--- config.mk ---
export PLATFORM = sky130hd
export DESIGN_NAME = sll_64b_pipe_flat
export DESIGN_NICKNAME = d
export VERILOG_FILES = /design/src/rtl/shift_pkg.sv /design/src/rtl/sll_64b_pipe_if.sv /design/src/rtl/onehot2bin_64b.sv /design/src/rtl/sll_64b_pipe.sv /design/src/flat_wrapper.sv
export SDC_FILE = /design/constraint.sdc
export NUM_CORES = 1
export LEC_CHECK = 0
export BUFFER_PORTS_ARGS = -buffer_cell sky130_fd_sc_hd__buf_4
export CELL_PAD_IN_SITES_DETAIL_PLACEMENT = 0
export CELL_PAD_IN_SITES_GLOBAL_PLACEMENT = 1
export CORE_UTILIZATION = 39
export DETAILED_ROUTE_END_ITERATION = 10
export PLACE_DENSITY_LB_ADDON = 0.2
export SYNTH_ARGS = -nofsm -noshare
export SYNTH_HDL_FRONTEND = slang
export SYNTH_SLANG_ARGS = --single-unit
export TNS_END_PERCENT = 1
--- constraint.sdc ---
create_clock -name clk_i -period 2.2 [get_ports clk_i]
set_input_delay 0.22 -clock clk_i [delete_from_list [all_inputs] [get_ports clk_i]]
set_output_delay 0.22 -clock clk_i [all_outputs]
set_load 0.05 [all_outputs]
--- src/rtl/shift_pkg.sv ---
// Shared shifter definitions: operand width, shift-amount type and the
// signed-overflow predicate used by the left shifter's optional overflow flag.
package shift_pkg;

  localparam int SHIFT_W = 64;
  localparam int SHAMT_W = 6;

  typedef logic [SHAMT_W-1:0] shamt_t;

  typedef struct packed {
    logic               valid;
    logic [SHIFT_W-1:0] data;
  } stage_t;

  // A left shift by s loses sign information when d[63:63-s] are not all
  // equal; flipping against the sign bit turns that into a nonzero test.
  function automatic logic signed_ovf(input logic [SHIFT_W-1:0] d,
                                      input shamt_t             s);
    logic [SHIFT_W-1:0] diff;
    shamt_t             low;
    diff = d ^ {SHIFT_W{d[SHIFT_W-1]}};
    low  = shamt_t'(SHIFT_W-1) - s;
    return (diff >> low) != '0;
  endfunction

endpackage

--- src/rtl/sll_64b_pipe_if.sv ---
// Operand/result bundle for the pipelined 64-bit left shifter.
// ovf_o exists only when SLL_64B_OVF_EN is defined.
interface sll_64b_pipe_if;
  import shift_pkg::*;

  logic               init_i;
  logic               arith_i;
  logic [SHIFT_W-1:0] shift_i;
  logic [SHIFT_W-1:0] data_i;
  logic               done_o;
  logic [SHIFT_W-1:0] data_o;
`ifdef SLL_64B_OVF_EN
  logic               ovf_o;
`endif

  modport master (
    output init_i, arith_i, shift_i, data_i,
    input  done_o, data_o
`ifdef SLL_64B_OVF_EN
    , ovf_o
`endif
  );

  modport slave (
    input  init_i, arith_i, shift_i, data_i,
    output done_o, data_o
`ifdef SLL_64B_OVF_EN
    , ovf_o
`endif
  );

endinterface

--- src/rtl/onehot2bin_64b.sv ---
// One-hot to binary encoder; highest set bit wins, all-zero input gives 0.
module onehot2bin_64b
  import shift_pkg::*;
(
  input  logic [SHIFT_W-1:0] onehot_i,
  output shamt_t             bin_o
);

  always_comb begin
    bin_o = '0;
    for (int k = 0; k < SHIFT_W; k++) begin
      if (onehot_i[k]) bin_o = shamt_t'(k);
    end
  end

endmodule

--- src/rtl/sll_64b_pipe.sv ---
// Three-stage 64-bit logical left shifter (16/4/1 granularity per stage).
// Define SLL_64B_OVF_EN to add the signed-overflow flag ovf_o.
module sll_64b_pipe
  import shift_pkg::*;
#(
  parameter bit CLR_OUT = 1'b1
) (
  input  logic           clk_i,
  input  logic           rst_i,
  sll_64b_pipe_if.slave  bus
);

  shamt_t             shamt;
  stage_t             st1_q;
  stage_t             st2_q;
  logic [3:0]         s1_q;
  logic [1:0]         s2_q;
  logic               done_q;
  logic [SHIFT_W-1:0] data_q;

  onehot2bin_64b u_enc (
    .onehot_i (bus.shift_i),
    .bin_o    (shamt)
  );

  always_ff @(posedge clk_i) begin
    if (rst_i) begin
      st1_q  <= '0;
      st2_q  <= '0;
      s1_q   <= '0;
      s2_q   <= '0;
      done_q <= 1'b0;
      data_q <= '0;
    end else begin
      st1_q.valid <= bus.init_i;
      if (bus.init_i) begin
        st1_q.data <= bus.data_i << {shamt[5:4], 4'b0000};
        s1_q       <= shamt[3:0];
      end
      st2_q.valid <= st1_q.valid;
      st2_q.data  <= st1_q.data << {s1_q[3:2], 2'b00};
      s2_q        <= s1_q[1:0];
      done_q      <= st2_q.valid;
      // Result only lives for its done cycle unless the output is asked to hold.
      if (st2_q.valid)  data_q <= st2_q.data << s2_q;
      else if (CLR_OUT) data_q <= '0;
    end
  end

  assign bus.done_o = done_q;
  assign bus.data_o = data_q;

`ifdef SLL_64B_OVF_EN
  logic ovf1_q;
  logic ovf2_q;
  logic ovf_q;

  always_ff @(posedge clk_i) begin
    if (rst_i) begin
      ovf1_q <= 1'b0;
      ovf2_q <= 1'b0;
      ovf_q  <= 1'b0;
    end else begin
      if (bus.init_i) ovf1_q <= bus.arith_i & signed_ovf(bus.data_i, shamt);
      ovf2_q <= ovf1_q;
      ovf_q  <= st2_q.valid & ovf2_q;
    end
  end

  assign bus.ovf_o = ovf_q;
`else
  logic unused_arith;
  assign unused_arith = bus.arith_i;
`endif

endmodule

--- src/flat_wrapper.sv ---
// flat-port wrapper written by rule: the top's interface ports become plain ports
module sll_64b_pipe_flat import shift_pkg::*;
#(
  parameter bit CLR_OUT = 1'b1
)
  (clk_i, rst_i, bus_init_i, bus_arith_i, bus_shift_i, bus_data_i, bus_done_o, bus_data_o);
  sll_64b_pipe_if bus_i ();
  input  logic clk_i;
  input  logic rst_i;
  input wire logic [$bits(bus_i.init_i)-1:0] bus_init_i;
  input wire logic [$bits(bus_i.arith_i)-1:0] bus_arith_i;
  input wire logic [$bits(bus_i.shift_i)-1:0] bus_shift_i;
  input wire logic [$bits(bus_i.data_i)-1:0] bus_data_i;
  output wire logic [$bits(bus_i.done_o)-1:0] bus_done_o;
  output wire logic [$bits(bus_i.data_o)-1:0] bus_data_o;
  assign bus_i.init_i = bus_init_i;
  assign bus_i.arith_i = bus_arith_i;
  assign bus_i.shift_i = bus_shift_i;
  assign bus_i.data_i = bus_data_i;
  assign bus_done_o = bus_i.done_o;
  assign bus_data_o = bus_i.data_o;
  sll_64b_pipe #(.CLR_OUT(CLR_OUT)) u_core (.clk_i(clk_i), .rst_i(rst_i), .bus(bus_i));
endmodule
Word level (Yosys, flattened, before mapping):

Cells that the tools add are included.

* shift-type cells: 3
* mux-type cells: 63
* bitwise logic cells: 1
* reductions and logical operators: 1

Operator list (count)
* 6-bit two-way mux: 62
* 64-bit by 2-bit left shift with 64-bit output: 1
* 64-bit by 4-bit left shift with 64-bit output: 1
* 64-bit by 6-bit left shift with 64-bit output: 1
* 2-bit OR reduction: 1
* 1-bit two-way mux: 1
* 1-bit NOT: 1

* register bits after elaboration: 201
* bits of input ports: 132
* output and inout port bits: 65
* word-level logic and storage cells: 76

Depth between registers and ports, before layout:

Gate-level depths: netlist of run 1.

* depth after elaboration: 64
* mapped depth: 8
* depth with buffers taken out: 6

Modules after synthesis:

Synthesis of run 1 repeated with hierarchy kept, for this count alone.

* cells, all modules: 947
* area total of the unflattened synthesis: 9733.1 um^2

Modules (own cells, without submodules)
* sll_64b_pipe: instances 1, cells each 810, area each 8943.6 um^2, seq. area each 4023.9 um^2
* onehot2bin_64b: instances 1, cells each 137, area each 789.5 um^2, seq. area each 0.0 um^2

Least setup slack after synthesis of run 1:

Ideal clock, no wire load.

* path type: input to register
* from: in bus_shift_i[40]
* to: reg u_core.st1_q[10] (netlist bit)
* library setup time: 0.066 ns
* arrival time: 2.000 ns
* required time: 2.134 ns
* path slack: 0.135 ns
* stages on the path: 8
* path buffers: 2
* path through: or4_1 > nor4_2 > or3b_1 > buf_6 > nor2_8 > buf_8 > a22oi_2 > nor2_2

* longest elaborated chain between the ends: 25

Ends and longest elaborated chain
* start: declaration: RTL line flat_wrapper.sv:12 `input wire logic [$bits(bus_i.shift_i)-1:0] bus_shift_i;`
* 6-bit two-way mux (24 in a row): RTL line onehot2bin_64b.sv:12 `if (onehot_i[k]) bin_o = shamt_t'(k);`
* 64-bit by 6-bit left shift with 64-bit output: RTL line sll_64b_pipe.sv:37 `st1_q.data <= bus.data_i << {shamt[5:4], 4'b0000};`
* end: declaration: RTL line sll_64b_pipe.sv:14 `stage_t st1_q;`

No other way between the ends.
A chain may end at the register's enable or synchronous reset.

Worst setup path after layout of run 1:

* from: in bus_shift_i[40]
* to: reg u_core.st1_q[60] (netlist bit)

Same word-level chain as after synthesis.

==> flow_metrics.tcl, run 1 <==
set metrics [dict create \
    final_nets 1340 \
    cts.htree.levels 1 \
    floorplan.die.width_um 164 \
    wl_met3_um 2040 \
    synthTopCellsByArea "sky130_fd_sc_hd__dfxtp_1 39%, sky130_fd_sc_hd__mux4_2 24%, sky130_fd_sc_hd__and2_1 3.9%" \
    wire_per_inst_um 18.4 \
    synth_enable_flop_cells 0 \
    final_hold_viol_count 0 \
    synthCells 999 \
    grt_overflow_total 0 \
    layout_min_cycle_time_ns 1.92 \
    n_fill_cell 2405 \
    cts-root-buf "sky130_fd_sc_hd__clkbuf_16" \
    largest_net_degree_at_the_start_of_global_routing 61 \
    ios 197 \
    die_height_um 164 \
    drt_iter0_drc 612 \
    routed-via-count 8552 \
    crit_type "in2reg" \
    yosysMostFrequentCell "sky130_fd_sc_hd__dfxtp_1" \
    via_count_normalized_by_instance_count 5.48 \
    initial_core_util_pct 39.6 \
    grt_pass1_vias 7950 \
    area_enclosed_by_the_die_boundary_um2 27000 \
    clock_latency_ns 0.52 \
    core_area_um2 26000 \
    antenna-diode-count 0 \
    hold_path_class "in2reg" \
    slew-limit-headroom_pct 25.7 \
    clockBufferDepth 3 \
    tritoncts_clock_tree "built" \
    max-cap-violations 0 \
    synthDominantCellAreaShare_pct 39.1 \
    synth_fp_nets 1131 \
    final_design_area_no_fill_um2 13300 \
    rsz0062_at_grt "false" \
    fmaxAchievable_ghz 0.522 \
    timing.clock.skew_ns 0.0142 \
    asyncSetResetFlopFracSynth_pct 0 \
    seq_area_frac_synth_pct 39.1 \
    reg2reg_slack_ns 0.47 \
    yosysUniqueCellTypes 52 \
    postCtsResizedCells 0 \
    slew_at_the_pin_with_the_worst_max_slew_slack_ns 1.11 \
    slew_viol_final 0 \
    post_synth.cell_area_avg_um2 10.3 \
    quantity_of_hold_fixing_buffers_added_after_cts 14 \
    count_of_buffers_added_by_post_cts_timing_repair_for_setup 0 \
    antenna_found_initial 0 \
    syn_to_final_growth_pct 29.4 \
    met1_length_um 13900 \
    ys_flop_type "sky130_fd_sc_hd__dfxtp_1" \
    routed_wirelength_um 28600 \
    grt_first_pass_wirelength_um 44100 \
    power_per_cell_area_nw_per_um2 657 \
    gpl.final_weighted_congestion 0.871 \
    final_cells 1560 \
    tritoncts.num_buffers 23 \
    dpl_cell_area_um2 12300 \
    max-vdd-ir-drop_v 0.000472 \
    synthDominantAreaCellType "sky130_fd_sc_hd__dfxtp_1" \
    post-route-period-util_pct 87.1 \
    place.port_buffers 194 \
    setup.worst_path.start_class "input pin" \
    status "complete, no violations" \
    worst_endpoint_data_arrival_time_ns 2.34 \
    timing.critical_path.to_type "flip-flop" \
    routed.top_layer "met4" \
    rows 59 \
    yosys-top-cells-count "201 x sky130_fd_sc_hd__dfxtp_1, 108 x sky130_fd_sc_hd__mux4_2, 104 x sky130_fd_sc_hd__nor2_1, 100 x sky130_fd_sc_hd__nand2_1, 64 x sky130_fd_sc_hd__and2_1" \
    number_of_clock_sinks_seen_by_cts 201 \
    synth_area_um2 10300 \
    ant_nets 0 \
    setup-violations-final 0 \
    ys.warnings.count 0 \
    drive_gt1_share_pct 34.4 \
    clk_pin_slew_ns 0.06 \
    gr-usage-all-layers_pct 21.1 \
    dr.pass1.iters 5 \
    placed_cells_incl_taps 1504 \
    drc_errors_left 0 \
    total_leakage_power_uw 0.00520 \
    critical_path_peak_fanout 57 \
    ys_seq_elements 201 \
    wl_met2_um 12200 \
    worstPathRequired_ns 2.62 \
    dp.final_hpwl_um 21800 \
]
-- logic make-up (layout without fill, tap and decap cells) --
logic type             Yosys count  after routing  synth area share [%]
AO/OA/AOI/OAI                  195            195                  13.3
buffers and inverters           95            321                  4.00
flip-flops                     201            201                  39.1
multiplexers                   118            118                  24.6
AND/OR/NAND/NOR                390            390                  18.9
-- layer usage --
metal	vias to the layer above	global-route usage (%)
met5	-	0
met4	0	4.29
met3	30	2.90
met2	324	31.7
met1	4074	32.1
li1	4124	-
-- registers in the layout (all words and copies together) (netlist names) --
| signal | flops |
|---|---|
| u_core.bus.done_o | 1 |
| u_core.bus.data_o | 64 |
| u_core.st1_q | 65 |
| u_core.s1_q | 4 |
| u_core.st2_q | 65 |
| u_core.s2_q | 2 |
-- layout make-up --
| type | count | area, um2 | share of cell area (%) |
|---|---|---|---|
| clock buffers | 33 | 663 | 4.98 |
| inverters | 15 | 56.3 | 0.423 |
| well taps | 335 | 419 | 3.15 |
| repair buffers | 264 | 2120 | 15.9 |
| clock inverters | 9 | 160 | 1.20 |
| flip-flops and latches | 201 | 4030 | 30.3 |
| multi-input cells | 703 | 5850 | 44.0 |
-- worst paths after layout --
check                                       from                    end  cells after the start
worst max-delay path             bus_shift_i[40]       u_core.st1_q[60]                      9
worst min-delay path               bus_data_i[3]        u_core.st1_q[3]                      3
worst max register to register    u_core.s2_q[0]  u_core.bus.data_o[20]                      3
worst min register to register  u_core.st1_q[64]       u_core.st2_q[64]                      1
-- power by group --
| part | internal, uW | switching, uW | leakage (uW) |
|---|---|---|---|
| sequential | 3690 | 78.1 | 0.00163 |
| clock | 2570 | 1510 | 0.000407 |
| combinational | 464 | 424 | 0.00317 |
| total | 6730 | 2010 | 0.00520 |
-- critical path, stage by stage --
cell	delay, ns
sky130_fd_sc_hd__buf_4	0.11
sky130_fd_sc_hd__or4_1	0.58
sky130_fd_sc_hd__nor4_4	0.30
sky130_fd_sc_hd__buf_4	0.21
sky130_fd_sc_hd__buf_12	0.24
sky130_fd_sc_hd__nor2_1	0.07
sky130_fd_sc_hd__a311oi_1	0.29
sky130_fd_sc_hd__a21oi_1	0.07
sky130_fd_sc_hd__a211oi_1	0.22
-- cell usage in the layout (no fill, tap or decap), types with 6 or more instances in the layout --
cell	netlist	routed
sky130_fd_sc_hd__nand2_1	100	100
sky130_fd_sc_hd__nor3_1	19	19
sky130_fd_sc_hd__mux2i_1	10	10
sky130_fd_sc_hd__a21oi_1	63	63
sky130_fd_sc_hd__dfxtp_1	201	197
sky130_fd_sc_hd__nor2_2	10	10
sky130_fd_sc_hd__nor2_1	104	104
sky130_fd_sc_hd__a22oi_1	6	6
sky130_fd_sc_hd__dlygate4sd3_1	0	14
sky130_fd_sc_hd__a22o_1	16	16
sky130_fd_sc_hd__nor2b_1	58	58
sky130_fd_sc_hd__o21ai_0	10	10
sky130_fd_sc_hd__a311oi_1	17	17
sky130_fd_sc_hd__clkbuf_16	0	23
sky130_fd_sc_hd__a31oi_1	19	19
sky130_fd_sc_hd__buf_12	0	8
sky130_fd_sc_hd__buf_4	1	242
sky130_fd_sc_hd__a211oi_1	30	30
sky130_fd_sc_hd__a22oi_2	10	10
sky130_fd_sc_hd__inv_1	14	14
sky130_fd_sc_hd__mux4_2	108	108
sky130_fd_sc_hd__nor4_1	16	16
sky130_fd_sc_hd__and2_1	64	64
-- metrics by stage --
step	setup TNS [ns]	util, %	worst slack, ns	hold WS, ns	power, uW
after floorplan	0	-	0.135	0.348	4290
after global placement	-5.65	47.5	-0.171	0.425	4720
after detailed placement	-6.81	47.5	-0.230	0.423	4720
after CTS	0	51.2	0.301	0.00186	8840
after global routing	0	51.2	0.114	0.0175	9040
final	0	51.2	0.284	0.0102	8740
(Power assumes the default switching activity.)
==> inputs of run 2 (changes only) <==
--- a/config.mk
+++ b/config.mk
@@ -11,6 +11,7 @@
 export CORE_UTILIZATION = 39
 export DETAILED_ROUTE_END_ITERATION = 10
 export PLACE_DENSITY_LB_ADDON = 0.2
+export RECOVER_POWER = 25
 export SYNTH_ARGS = -nofsm -noshare
 export SYNTH_HDL_FRONTEND = slang
 export SYNTH_SLANG_ARGS = --single-unit
==> run 2 against run 1 <==
Register-to-register slack got worse by 0.05 ns; core utilization fell by 0.81 points; wire length rose by 0.49%; worst hold slack got worse by 0.0014 ns; global-route usage did not move; clock power barely moved; first-iteration DRC count rose by 8.3%; sequential power barely moved.
==> flow_metrics.tcl, run 2 (synthesis results as in run 1) <==
set metrics [dict create \
    status "complete, no violations" \
    rsz0062_at_grt "false" \
    drive_gt1_share_pct 29.8 \
    gpl.final_weighted_congestion 0.871 \
    final_hold_viol_count 0 \
    area_enclosed_by_the_die_boundary_um2 27000 \
    dp_worst_setup_slack_ns -0.230 \
    routed_wirelength_um 28800 \
    clockBufferDepth 3 \
    die_height_um 164 \
    post-route-period-util_pct 87.0 \
    hold_path_class "in2reg" \
    dr.pass1.iters 5 \
    n_fill_cell 2444 \
    grt_pass1_vias 7950 \
    cpMostUsedCell "sky130_fd_sc_hd__buf_4" \
    max-cap-violations 0 \
    antenna-diode-count 0 \
    tritoncts_clock_tree "built" \
    switching_share_pct 23.1 \
    timing.final.ws_setup_ns 0.285 \
    count_of_buffers_added_by_post_cts_timing_repair_for_setup 0 \
    postCtsResizedCells 0 \
    number_of_clock_sinks_seen_by_cts 201 \
    clock_latency_ns 0.52 \
    initial_core_util_pct 39.6 \
    timing.setup.tns_ns 0 \
    critical_path.cell_chain "buf_4 > or4_1 > nor4_4 > buf_4 > buf_12 > nor2_1 > a311oi_1 > a21oi_1 > a211oi_1" \
    top_usage_layer "met1" \
    reg2reg_slack_ns 0.42 \
    final_nets 1340 \
    via_count_normalized_by_instance_count 5.50 \
    global_route.usage.met3_pct 2.90 \
    p_int_uw 6730 \
    rows 59 \
    fmaxAchievable_ghz 0.522 \
    p_seq_share_pct 43.1 \
    critical_path_buf_inv_count 3 \
    layout_common_cells "199 x sky130_fd_sc_hd__dfxtp_1, 187 x sky130_fd_sc_hd__buf_4, 108 x sky130_fd_sc_hd__mux4_2" \
    clockPowerShare_pct 46.7 \
    grt_first_pass_wirelength_um 44100 \
    wire_per_inst_um 18.4 \
    slew_viol_final 0 \
    largest_net_degree_at_the_start_of_global_routing 61 \
    setup-violations-final 0 \
    slew_at_the_pin_with_the_worst_max_slew_slack_ns 1.10 \
    ios 197 \
    floorplan.die.width_um 164 \
    antenna_found_initial 0 \
    slew-limit-headroom_pct 26.6 \
    core_area_um2 26000 \
    final_design_area_no_fill_um2 13100 \
    timing.critical_path.to_type "flip-flop" \
    cts.htree.levels 1 \
    timing.critical_path.slowest_cell_delay_ns 0.58 \
    timing.clock.skew_ns 0.0131 \
    switching_pwr_uw 2020 \
    setup.worst_path.start_class "input pin" \
    combinationalPowerShare_pct 10.1 \
    gr-usage-met2_pct 31.7 \
    crit_slowest_cell "sky130_fd_sc_hd__or4_1" \
    max-vdd-ir-drop_v 0.000472 \
    place.port_buffers 194 \
    layout_min_cycle_time_ns 1.91 \
    grt_overflow_total 0 \
    worst_endpoint_data_arrival_time_ns 2.34 \
    drt_iter0_drc 663 \
    tritoncts.num_buffers 23 \
    global_route.usage.met1_pct 32.1 \
    syn_to_final_growth_pct 27.3 \
    cts-root-buf "sky130_fd_sc_hd__clkbuf_16" \
    power_per_cell_area_nw_per_um2 668 \
    clk_pin_slew_ns 0.06 \
    worstPathRequired_ns 2.62 \
    total_leakage_power_uw 0.00497 \
    ant_nets 0 \
    critical_path_peak_fanout 57 \
    dpl_cell_area_um2 12300 \
    drc_errors_left 0 \
    dp.final_hpwl_um 21800 \
    layout.cells.most_common "sky130_fd_sc_hd__dfxtp_1" \
    gr-usage-all-layers_pct 21.1 \
    cp_top_family "simple AND/OR/NAND/NOR gates" \
    crit_type "in2reg" \
    routed-via-count 8582 \
]
[run 2: changes by cell type in the layout (fill, tap and decap cells not counted), sizes merged]
cell    previous run  this run
clkbuf            33        88
buf              250       195
[run 2: what timing repair did]
action / in CTS / in global routing
endpoints found under the setup margin: 0 / 0
endpoints found under the hold margin: 14 / 0
hold buffers: 14 / 0
[run 2: power groups by stage]
stage | sequential [uW] | combinational [uW] | clock, uW
2_1_floorplan | 3810 | 478 | 0
3_3_place_gp | 3850 | 869 | 0
3_5_place_dp | 3850 | 871 | 0
4_1_cts | 3770 | 892 | 4180
5_1_grt | 3780 | 961 | 4300
6_report | 3770 | 887 | 4090
[run 2: cell type report]
cell class / instances / area (um2) / area share (%)
multi-input combinational: 703 / 5850 / 44.7
clock buffer: 33 / 663 / 5.07
sequential: 201 / 4030 / 30.8
tap: 335 / 419 / 3.20
inverter: 15 / 56.3 / 0.430
timing repair buffer: 264 / 1910 / 14.6
clock inverter: 9 / 160 / 1.22
[run 2: final timing paths]
path                     from               end  cells after the start
max           bus_shift_i[40]  u_core.st1_q[60]                      9
min reg2reg  u_core.st1_q[64]  u_core.st2_q[64]                      1
min             bus_data_i[3]   u_core.st1_q[3]                      3
max reg2reg    u_core.s1_q[2]  u_core.st2_q[17]                      3
[run 2: per-layer routing]
layer	wire length, um	up-vias
li1	-	4131
met1	14200	4111
met5	0	-
met3	1890	28
met2	12200	312
met4	480	0
[run 2: metrics by stage]
stage / hold WS [ns] / std cells / total power [uW] / util, %
after floorplan: 0.348 / 999 / 4290 / -
after global placement: 0.425 / 1504 / 4720 / 47.5
after detailed placement: 0.423 / 1504 / 4720 / 47.5
after CTS: 0.00186 / 1560 / 8840 / 51.2
after global routing: 0.0175 / 1560 / 9040 / 50.4
final: 0.00875 / 1560 / 8750 / 50.4
[run 2: worst reg2reg max path, cell delays in order (launching register included)]
cell	delay (ns)
sky130_fd_sc_hd__dfxtp_1	0.56
sky130_fd_sc_hd__buf_12	0.34
sky130_fd_sc_hd__mux4_2	0.59
sky130_fd_sc_hd__nor2b_1	0.15
